===== src/rtl/pipe_mem_stage_pkg.sv =====
// Shared definitions for the memory stage.
// Contents:
//   - ARCH_WIDTH / DATA_WIDTH: address and data widths.
//   - mem_state_e: FSM state encodings (2 bits).
//   - W_*: RV funct3 width codes.
//   - width_size / is_aligned: width decoding helpers.
package pipe_mem_stage_pkg;

  localparam int ARCH_WIDTH = 32;
  localparam int DATA_WIDTH = 32;

  typedef enum logic [1:0] {
    ST_IDLE = 2'b00,
    ST_REQ  = 2'b01,
    ST_DONE = 2'b10
  } mem_state_e;

  localparam logic [2:0] W_B  = 3'b000;
  localparam logic [2:0] W_H  = 3'b001;
  localparam logic [2:0] W_W  = 3'b010;
  localparam logic [2:0] W_BU = 3'b100;
  localparam logic [2:0] W_HU = 3'b101;

  localparam logic [1:0] SZ_BYTE = 2'd0;
  localparam logic [1:0] SZ_HALF = 2'd1;
  localparam logic [1:0] SZ_WORD = 2'd2;

  // Access size from a width code. Unused codes (011/110/111) fall into
  // the word bucket, so they behave exactly like W.
  function automatic logic [1:0] width_size(input logic [2:0] w);
    logic [1:0] sz;
    case (w)
      W_B, W_BU: sz = SZ_BYTE;
      W_H, W_HU: sz = SZ_HALF;
      default:   sz = SZ_WORD;
    endcase
    return sz;
  endfunction

  function automatic logic is_aligned(input logic [2:0] w, input logic [1:0] off);
    logic ok;
    case (width_size(w))
      SZ_BYTE: ok = 1'b1;
      SZ_HALF: ok = ~off[0];
      default: ok = (off == 2'b00);
    endcase
    return ok;
  endfunction

endpackage


===== src/rtl/pipe_mem_stage_load_align.sv =====
// Load lane extract/extend (purely combinational).
// Ports:
//   rdata  in  32  raw bus read word
//   offset in  2   byte offset of the access inside the word
//   width  in  3   RV funct3 width code
//   data   out 32  selected lane, shifted down and sign/zero extended
module load_align
  import pipe_mem_stage_pkg::*;
(
  input  logic [31:0] rdata,
  input  logic [1:0]  offset,
  input  logic [2:0]  width,
  output logic [31:0] data
);

  logic [31:0] shifted;
  logic        is_unsigned;

  always_comb begin
    shifted     = rdata >> {offset, 3'b000};
    is_unsigned = (width == W_BU) || (width == W_HU);
    data        = rdata;
    case (width_size(width))
      SZ_BYTE: data = is_unsigned ? {24'h0, shifted[7:0]}
                                  : {{24{shifted[7]}}, shifted[7:0]};
      SZ_HALF: data = is_unsigned ? {16'h0, shifted[15:0]}
                                  : {{16{shifted[15]}}, shifted[15:0]};
      default: data = rdata;
    endcase
  end

endmodule


===== src/rtl/pipe_mem_stage.sv =====
// Memory stage: turns one EX-side load/store into a single bus transaction.
// Ports:
//   clk, rst (async, active-low)
//   ex_data_mem_we/re/data_width/in, ex_alu_result, flush : request from EX
//   bus_req/we/addr/wdata/wstrb                         : bus request
//   bus_ack/rdata/err                                   : bus completion
//   mem_stall/valid/load_data/misalign/fault            : pipeline results
//   dbg_state                                           : current FSM state
//
// Handshake: an access is taken in IDLE when (re|we) & !flush & aligned;
// mem_stall rises combinationally in that cycle and stays high through REQ.
// In REQ, bus_req is held with constant fields until a single-cycle bus_ack,
// which also qualifies bus_rdata/bus_err. DONE lasts one cycle and carries
// the result (mem_valid pulse, stall low). Misaligned accesses never reach
// the bus: they pulse mem_valid+mem_misalign in the IDLE cycle itself.
module pipe_mem_stage
  import pipe_mem_stage_pkg::*;
(
  input  logic        clk,
  input  logic        rst,
  input  logic        ex_data_mem_we,
  input  logic        ex_data_mem_re,
  input  logic [2:0]  ex_data_mem_data_width,
  input  logic [31:0] ex_data_mem_in,
  input  logic [31:0] ex_alu_result,
  input  logic        flush,
  output logic        bus_req,
  output logic        bus_we,
  output logic [31:0] bus_addr,
  output logic [31:0] bus_wdata,
  output logic [3:0]  bus_wstrb,
  input  logic        bus_ack,
  input  logic [31:0] bus_rdata,
  input  logic        bus_err,
  output logic        mem_stall,
  output logic        mem_valid,
  output logic [31:0] mem_load_data,
  output logic        mem_misalign,
  output logic        mem_fault,
  output logic [1:0]  dbg_state
);

  mem_state_e  state_q, state_d;
  logic [31:0] addr_q, addr_d;
  logic [31:0] wdata_q, wdata_d;
  logic [3:0]  wstrb_q, wstrb_d;
  logic [2:0]  width_q, width_d;
  logic        we_q, we_d;
  logic        kill_q, kill_d;
  logic [31:0] rdata_q, rdata_d;
  logic        err_q, err_d;

  logic        req_any;
  logic        aligned;
  logic        accept;
  logic        misalign_now;
  logic [31:0] st_wdata;
  logic [3:0]  st_wstrb;
  logic [31:0] aligned_load;

  load_align u_load_align (
    .rdata  (rdata_q),
    .offset (addr_q[1:0]),
    .width  (width_q),
    .data   (aligned_load)
  );

  // Store lane placement: narrow data is replicated across the word so the
  // strobe alone selects the target bytes.
  always_comb begin
    st_wdata = ex_data_mem_in;
    st_wstrb = 4'b1111;
    case (width_size(ex_data_mem_data_width))
      SZ_BYTE: begin
        st_wdata = {4{ex_data_mem_in[7:0]}};
        st_wstrb = 4'b0001 << ex_alu_result[1:0];
      end
      SZ_HALF: begin
        st_wdata = {2{ex_data_mem_in[15:0]}};
        st_wstrb = 4'b0011 << ex_alu_result[1:0];
      end
      default: begin
        st_wdata = ex_data_mem_in;
        st_wstrb = 4'b1111;
      end
    endcase
  end

  always_comb begin
    req_any      = ex_data_mem_re | ex_data_mem_we;
    aligned      = is_aligned(ex_data_mem_data_width, ex_alu_result[1:0]);
    accept       = (state_q == ST_IDLE) && req_any && !flush && aligned;
    misalign_now = (state_q == ST_IDLE) && req_any && !flush && !aligned;
  end

  always_comb begin
    state_d = state_q;
    addr_d  = addr_q;
    wdata_d = wdata_q;
    wstrb_d = wstrb_q;
    width_d = width_q;
    we_d    = we_q;
    kill_d  = kill_q;
    rdata_d = rdata_q;
    err_d   = err_q;
    case (state_q)
      ST_IDLE: begin
        if (accept) begin
          state_d = ST_REQ;
          addr_d  = ex_alu_result;
          width_d = ex_data_mem_data_width;
          // re and we together behave as a store.
          we_d    = ex_data_mem_we;
          wdata_d = ex_data_mem_we ? st_wdata : 32'h0;
          wstrb_d = ex_data_mem_we ? st_wstrb : 4'b0000;
          kill_d  = 1'b0;
          rdata_d = 32'h0;
          err_d   = 1'b0;
        end
      end
      ST_REQ: begin
        // The bus cycle must finish; a flush only hides its result.
        if (flush) kill_d = 1'b1;
        if (bus_ack) begin
          state_d = ST_DONE;
          rdata_d = bus_rdata;
          err_d   = bus_err;
        end
      end
      ST_DONE: begin
        state_d = ST_IDLE;
      end
      default: begin
        state_d = ST_IDLE;
      end
    endcase
  end

  always_ff @(posedge clk or negedge rst) begin
    if (!rst) begin
      state_q <= ST_IDLE;
      addr_q  <= 32'h0;
      wdata_q <= 32'h0;
      wstrb_q <= 4'b0000;
      width_q <= 3'b000;
      we_q    <= 1'b0;
      kill_q  <= 1'b0;
      rdata_q <= 32'h0;
      err_q   <= 1'b0;
    end else begin
      state_q <= state_d;
      addr_q  <= addr_d;
      wdata_q <= wdata_d;
      wstrb_q <= wstrb_d;
      width_q <= width_d;
      we_q    <= we_d;
      kill_q  <= kill_d;
      rdata_q <= rdata_d;
      err_q   <= err_d;
    end
  end

  always_comb begin
    bus_req       = (state_q == ST_REQ);
    bus_we        = bus_req & we_q;
    bus_addr      = {addr_q[31:2], 2'b00};
    bus_wdata     = wdata_q;
    bus_wstrb     = wstrb_q;
    mem_stall     = accept || (state_q == ST_REQ);
    mem_misalign  = misalign_now;
    mem_valid     = misalign_now || ((state_q == ST_DONE) && !kill_q);
    mem_fault     = (state_q == ST_DONE) && !kill_q && err_q;
    mem_load_data = ((state_q == ST_DONE) && !kill_q && !we_q && !err_q)
                    ? aligned_load : 32'h0;
    dbg_state     = state_q;
  end

endmodule


===== config.mk =====
export PLATFORM = sky130hd
export DESIGN_NAME = pipe_mem_stage
export DESIGN_NICKNAME = d
export VERILOG_FILES = /design/src/rtl/pipe_mem_stage_pkg.sv /design/src/rtl/pipe_mem_stage_load_align.sv /design/src/rtl/pipe_mem_stage.sv
export SDC_FILE = /design/constraint.sdc
export NUM_CORES = 1
export LEC_CHECK = 0
export ABC_AREA = 1
export BUFFER_PORTS_ARGS = -buffer_cell sky130_fd_sc_hd__buf_2
export CORE_MARGIN = 2
export CORE_UTILIZATION = 45
export CTS_CLUSTER_DIAMETER = 100
export CTS_CLUSTER_SIZE = 12
export DETAILED_ROUTE_END_ITERATION = 8
export PLACE_DENSITY = 0.74
export SLEW_MARGIN = 20
export SYNTH_ARGS = -nofsm -noshare
export SYNTH_HDL_FRONTEND = slang
export SYNTH_HIERARCHICAL = 1
export SYNTH_SLANG_ARGS = --single-unit

===== constraint.sdc =====
create_clock -name clk -period 3.4 [get_ports clk]
set_input_delay 0.34 -clock clk [delete_from_list [all_inputs] [get_ports clk]]
set_output_delay 0.34 -clock clk [all_outputs]
set_load 0.05 [all_outputs]

==> impl_metrics.yaml <==
worst_setup_path:
  cp_cell_sequence: "inv_1, nand3_2, nand3_1, inv_1, nor2_1, buf_2"
  critPathArrivalTime_ns: 2.59
  r2r_end: "addr_q[12]$_DFFE_PN0P_"
  cp_top_family: "flip-flops"
  crit_buf_inv: 3
  cp_slowest_cell: "dfrtp_1"
  cp.depth: 6
  endpoint_kind: "output port"
  path_class: "reg2out"
  r2r.worst_path.cells: 7
  worstSetupStartpoint: "width_q[1]$_DFFE_PN0P_"
  critPathMaxStageDelay_ns: 0.88
  rrSetupSlack_ns: 1.00
  required_ns: 3.06
  startpoint_type: "flop"
  critPathCapture: "mem_load_data[8]"
  timing.rr.start: "dbg_state[1]$_DFFE_PN0P_"
  worstPathMaxFanout: 27
  crit_top_cell: "inv_1"
global_route:
  grt_util_all_layers: 0.225
  use_met2: 0.368
  overflow: 0
  use_met1: 0.299
  grt_busiest_layer: "met2"
  met3_usage: 0.0511
  grt_pass1_wl_mm: 25.7
  grt_max_degree: 78
  grt_pass1_vias: 5186
  grt_antenna_before_repair: 0
final_layout:
  utilization: 0.551
  finalNonFillerCells: 1126
  antenna_cells: 0
  drive_gt1_frac: 0.269
  fin_nets: 1055
  layout-area-overhead-vs-synth_pct: 19.9
route:
  drc: 0
  vias_per_cell: 4.79
  routed_wl_mm: 15.0
  dr.pass1.iters: 5
  ant_nets: 0
  first_iter_violations: 376
  num_vias: 5391
  wire_per_inst_um: 13.4
power_and_ir_drop:
  pwr-share-clk: 0.215
  worst_ir_drop_vdd_v: 0.000431
  swShare: 0.464
  power_frac_seq: 0.371
  p_leak_nw: 3.99
  internal-power_mw: 2.72
  p_comb_frac: 0.414
  switchingPower_mw: 2.36
  cellPowerDensity_nw_per_um2: 734
placed_design:
  gp_congestion: 0.868
  io_buffers: 211
  post-place-ws_ns: 0.873
  hpwlAfterDp_mm: 10.9
  dp_cells: 1110
floorplan:
  dieArea_sq_um: 13800
  ios: 214
  start_util: 0.460
  die_h_um: 117
  std_cell_rows: 41
  fp.dieW_um: 117
  core-area_sq_um: 12600
cts:
  clk_latency_ns: 0.35
  numCtsBuffers: 9
  cts_max_level: 3
  cts_root_buffer: "clkbuf_16"
  holdBufCountCts: 0
  postCtsSetupBuffers: 0
  cts.path.max_buffers: 2
  cts_tree: "built"
  clock-sinks: 108
  ctsResizeCount: 0
  clkTransAtPathRegs_ns: 0.08
timing:
  post-route-period-util: 0.861
  slew_headroom: 0.302
  hold_violations: 0
  setup_viol: 0
  layout_setup_ws_ns: 0.473
  fin_skew_ns: 0.00818
  timing.final.max_slew_violations: 0
  fin_worst_hold_slack_ns: 0.139
  fin_crit_ns: 2.93
  clock.fmax_mhz: 342
  fin_tns_setup_ns: 0
  worstMarginPinSlew_ns: 1.05
  rsz0062_at_grt: "false"
synthesis:
  ys_seq_elements: 108
  syn_avg_cell_area_sq_um: 7.30
  syn_area_sq_um: 5780
  syn_inst: 791
  seq_area_frac_synth: 0.468
  synth_cell_types: 26
  yosysTopAreaCellShare: 0.468
  yosys_warnings: 6
  synth.largest_area_cell: "dfrtp_1"
  synth_area_leaders: "dfrtp_1, nand2_1, o21ai_0"
worst_hold_path:
  hold_class: "in2async"
run_status:
  status: "completed"
flow_run:
  maxCapViolations: 0
logic make-up after synthesis:
kind of cell / count (synthesis) / share of synthesized area
DFF: 108 / 0.468
and+or+nand+nor: 433 / 0.301
AOI/OAI and AO/OA: 102 / 0.0957
other: 1 / 0.000649
buffers and inverters: 147 / 0.134
Yosys cell counts:
master,instances
nand3_1,32
nor2_8,1
buf_6,9
o21ai_1,26
o21ai_2,5
nand2_2,4
buf_2,18
nor2_2,3
inv_1,70
o211ai_1,7
a21oi_1,3
nor2_4,1
buf_4,35
clkbuf_1,7
inv_2,5
o21ai_0,56
o22ai_1,5
conb_1,1
nor2_1,56
nand3_2,3
inv_4,1
nand4_1,1
buf_1,2
nand2_1,331
dfrtp_1,108
nand3_4,1
layer usage:
layer	vias up	share of wire	routed length (um)
li1	2720	-	-
met1	2443	0.43	6420
met2	209	0.48	7270
met3	19	0.073	1100
met4	0	0.016	244
met5	-	0	0
through the flow:
| step | power, mW | cell area, sq um |
|---|---|---|
| floorplan | 3.65 | 5780 |
| global route | 5.42 | 6930 |
| detailed placement | 4.01 | 6610 |
| global placement | 3.99 | 6610 |
| CTS | 5.13 | 6930 |
| finish | 5.08 | 6930 |
state kept, by name, summed over array words and instances (netlist names):
name and flops:
addr_q 32, rdata_q 32, kill_q 1, dbg_state 2, err_q 1, bus_wstrb 4
we_q 1, width_q 3, bus_wdata 32
worst min-delay path by stage:
stage                                 from                         to  slack, ns  depth (start not counted)
floorplan                              rst      addr_q[0]$_DFFE_PN0P_       0.04                          0
global placement    addr_q[19]$_DFFE_PN0P_     addr_q[19]$_DFFE_PN0P_       0.45                          2
detailed placement  addr_q[25]$_DFFE_PN0P_     addr_q[25]$_DFFE_PN0P_       0.45                          2
CTS                      ex_alu_result[19]     addr_q[19]$_DFFE_PN0P_       0.17                          3
global route             ex_alu_result[26]     addr_q[26]$_DFFE_PN0P_       0.17                          3
finish                                 rst  bus_wdata[31]$_DFFE_PN0P_       0.14                          1
placed cells by master (no fill, tap or decap):
| master | netlist | final |
|---|---|---|
| inv_6 | 0 | 2 |
| clkbuf_16 | 0 | 9 |
| inv_8 | 0 | 1 |
| o21ai_2 | 5 | 5 |
| clkinv_4 | 0 | 1 |
| nand2_1 | 331 | 331 |
| nand3_2 | 3 | 3 |
| o21ai_0 | 56 | 56 |
| o211ai_1 | 7 | 7 |
| inv_1 | 70 | 70 |
| nand2_2 | 4 | 4 |
| nor2_4 | 1 | 1 |
| dfrtp_1 | 108 | 108 |
| clkinv_8 | 0 | 1 |
| inv_2 | 5 | 5 |
| nor2_8 | 1 | 1 |
| nand4_1 | 1 | 1 |
| o21ai_1 | 26 | 26 |
| nor2_1 | 56 | 56 |
| nand3_4 | 1 | 1 |
| buf_2 | 18 | 210 |
| conb_1 | 1 | 2 |
| nand3_1 | 32 | 32 |
| clkinvlp_4 | 0 | 1 |
| o22ai_1 | 5 | 5 |
| nor2_2 | 3 | 3 |
| inv_4 | 1 | 1 |
| buf_4 | 35 | 7 |
| bufinv_16 | 0 | 1 |
| a21oi_1 | 3 | 3 |
cell type report:
type / count / area [sq um]
fill: 1292 / 5640
tap: 172 / 215
clock buffer: 9 / 225
multi-input combinational: 537 / 2300
clock inverter: 7 / 91.3
timing repair buffer: 217 / 1100
sequential: 108 / 2700
inverter: 76 / 288
power groups by stage:
stage / clock network (mW) / registers (mW) / logic, mW
6_report: 1.09 / 1.89 / 2.10
5_1_grt: 1.17 / 1.94 / 2.31
4_1_cts: 1.12 / 1.88 / 2.12
3_5_place_dp: 0 / 1.90 / 2.12
3_3_place_gp: 0 / 1.90 / 2.09
2_1_floorplan: 0 / 2.19 / 1.46
Power figures use the tool's default switching activity.
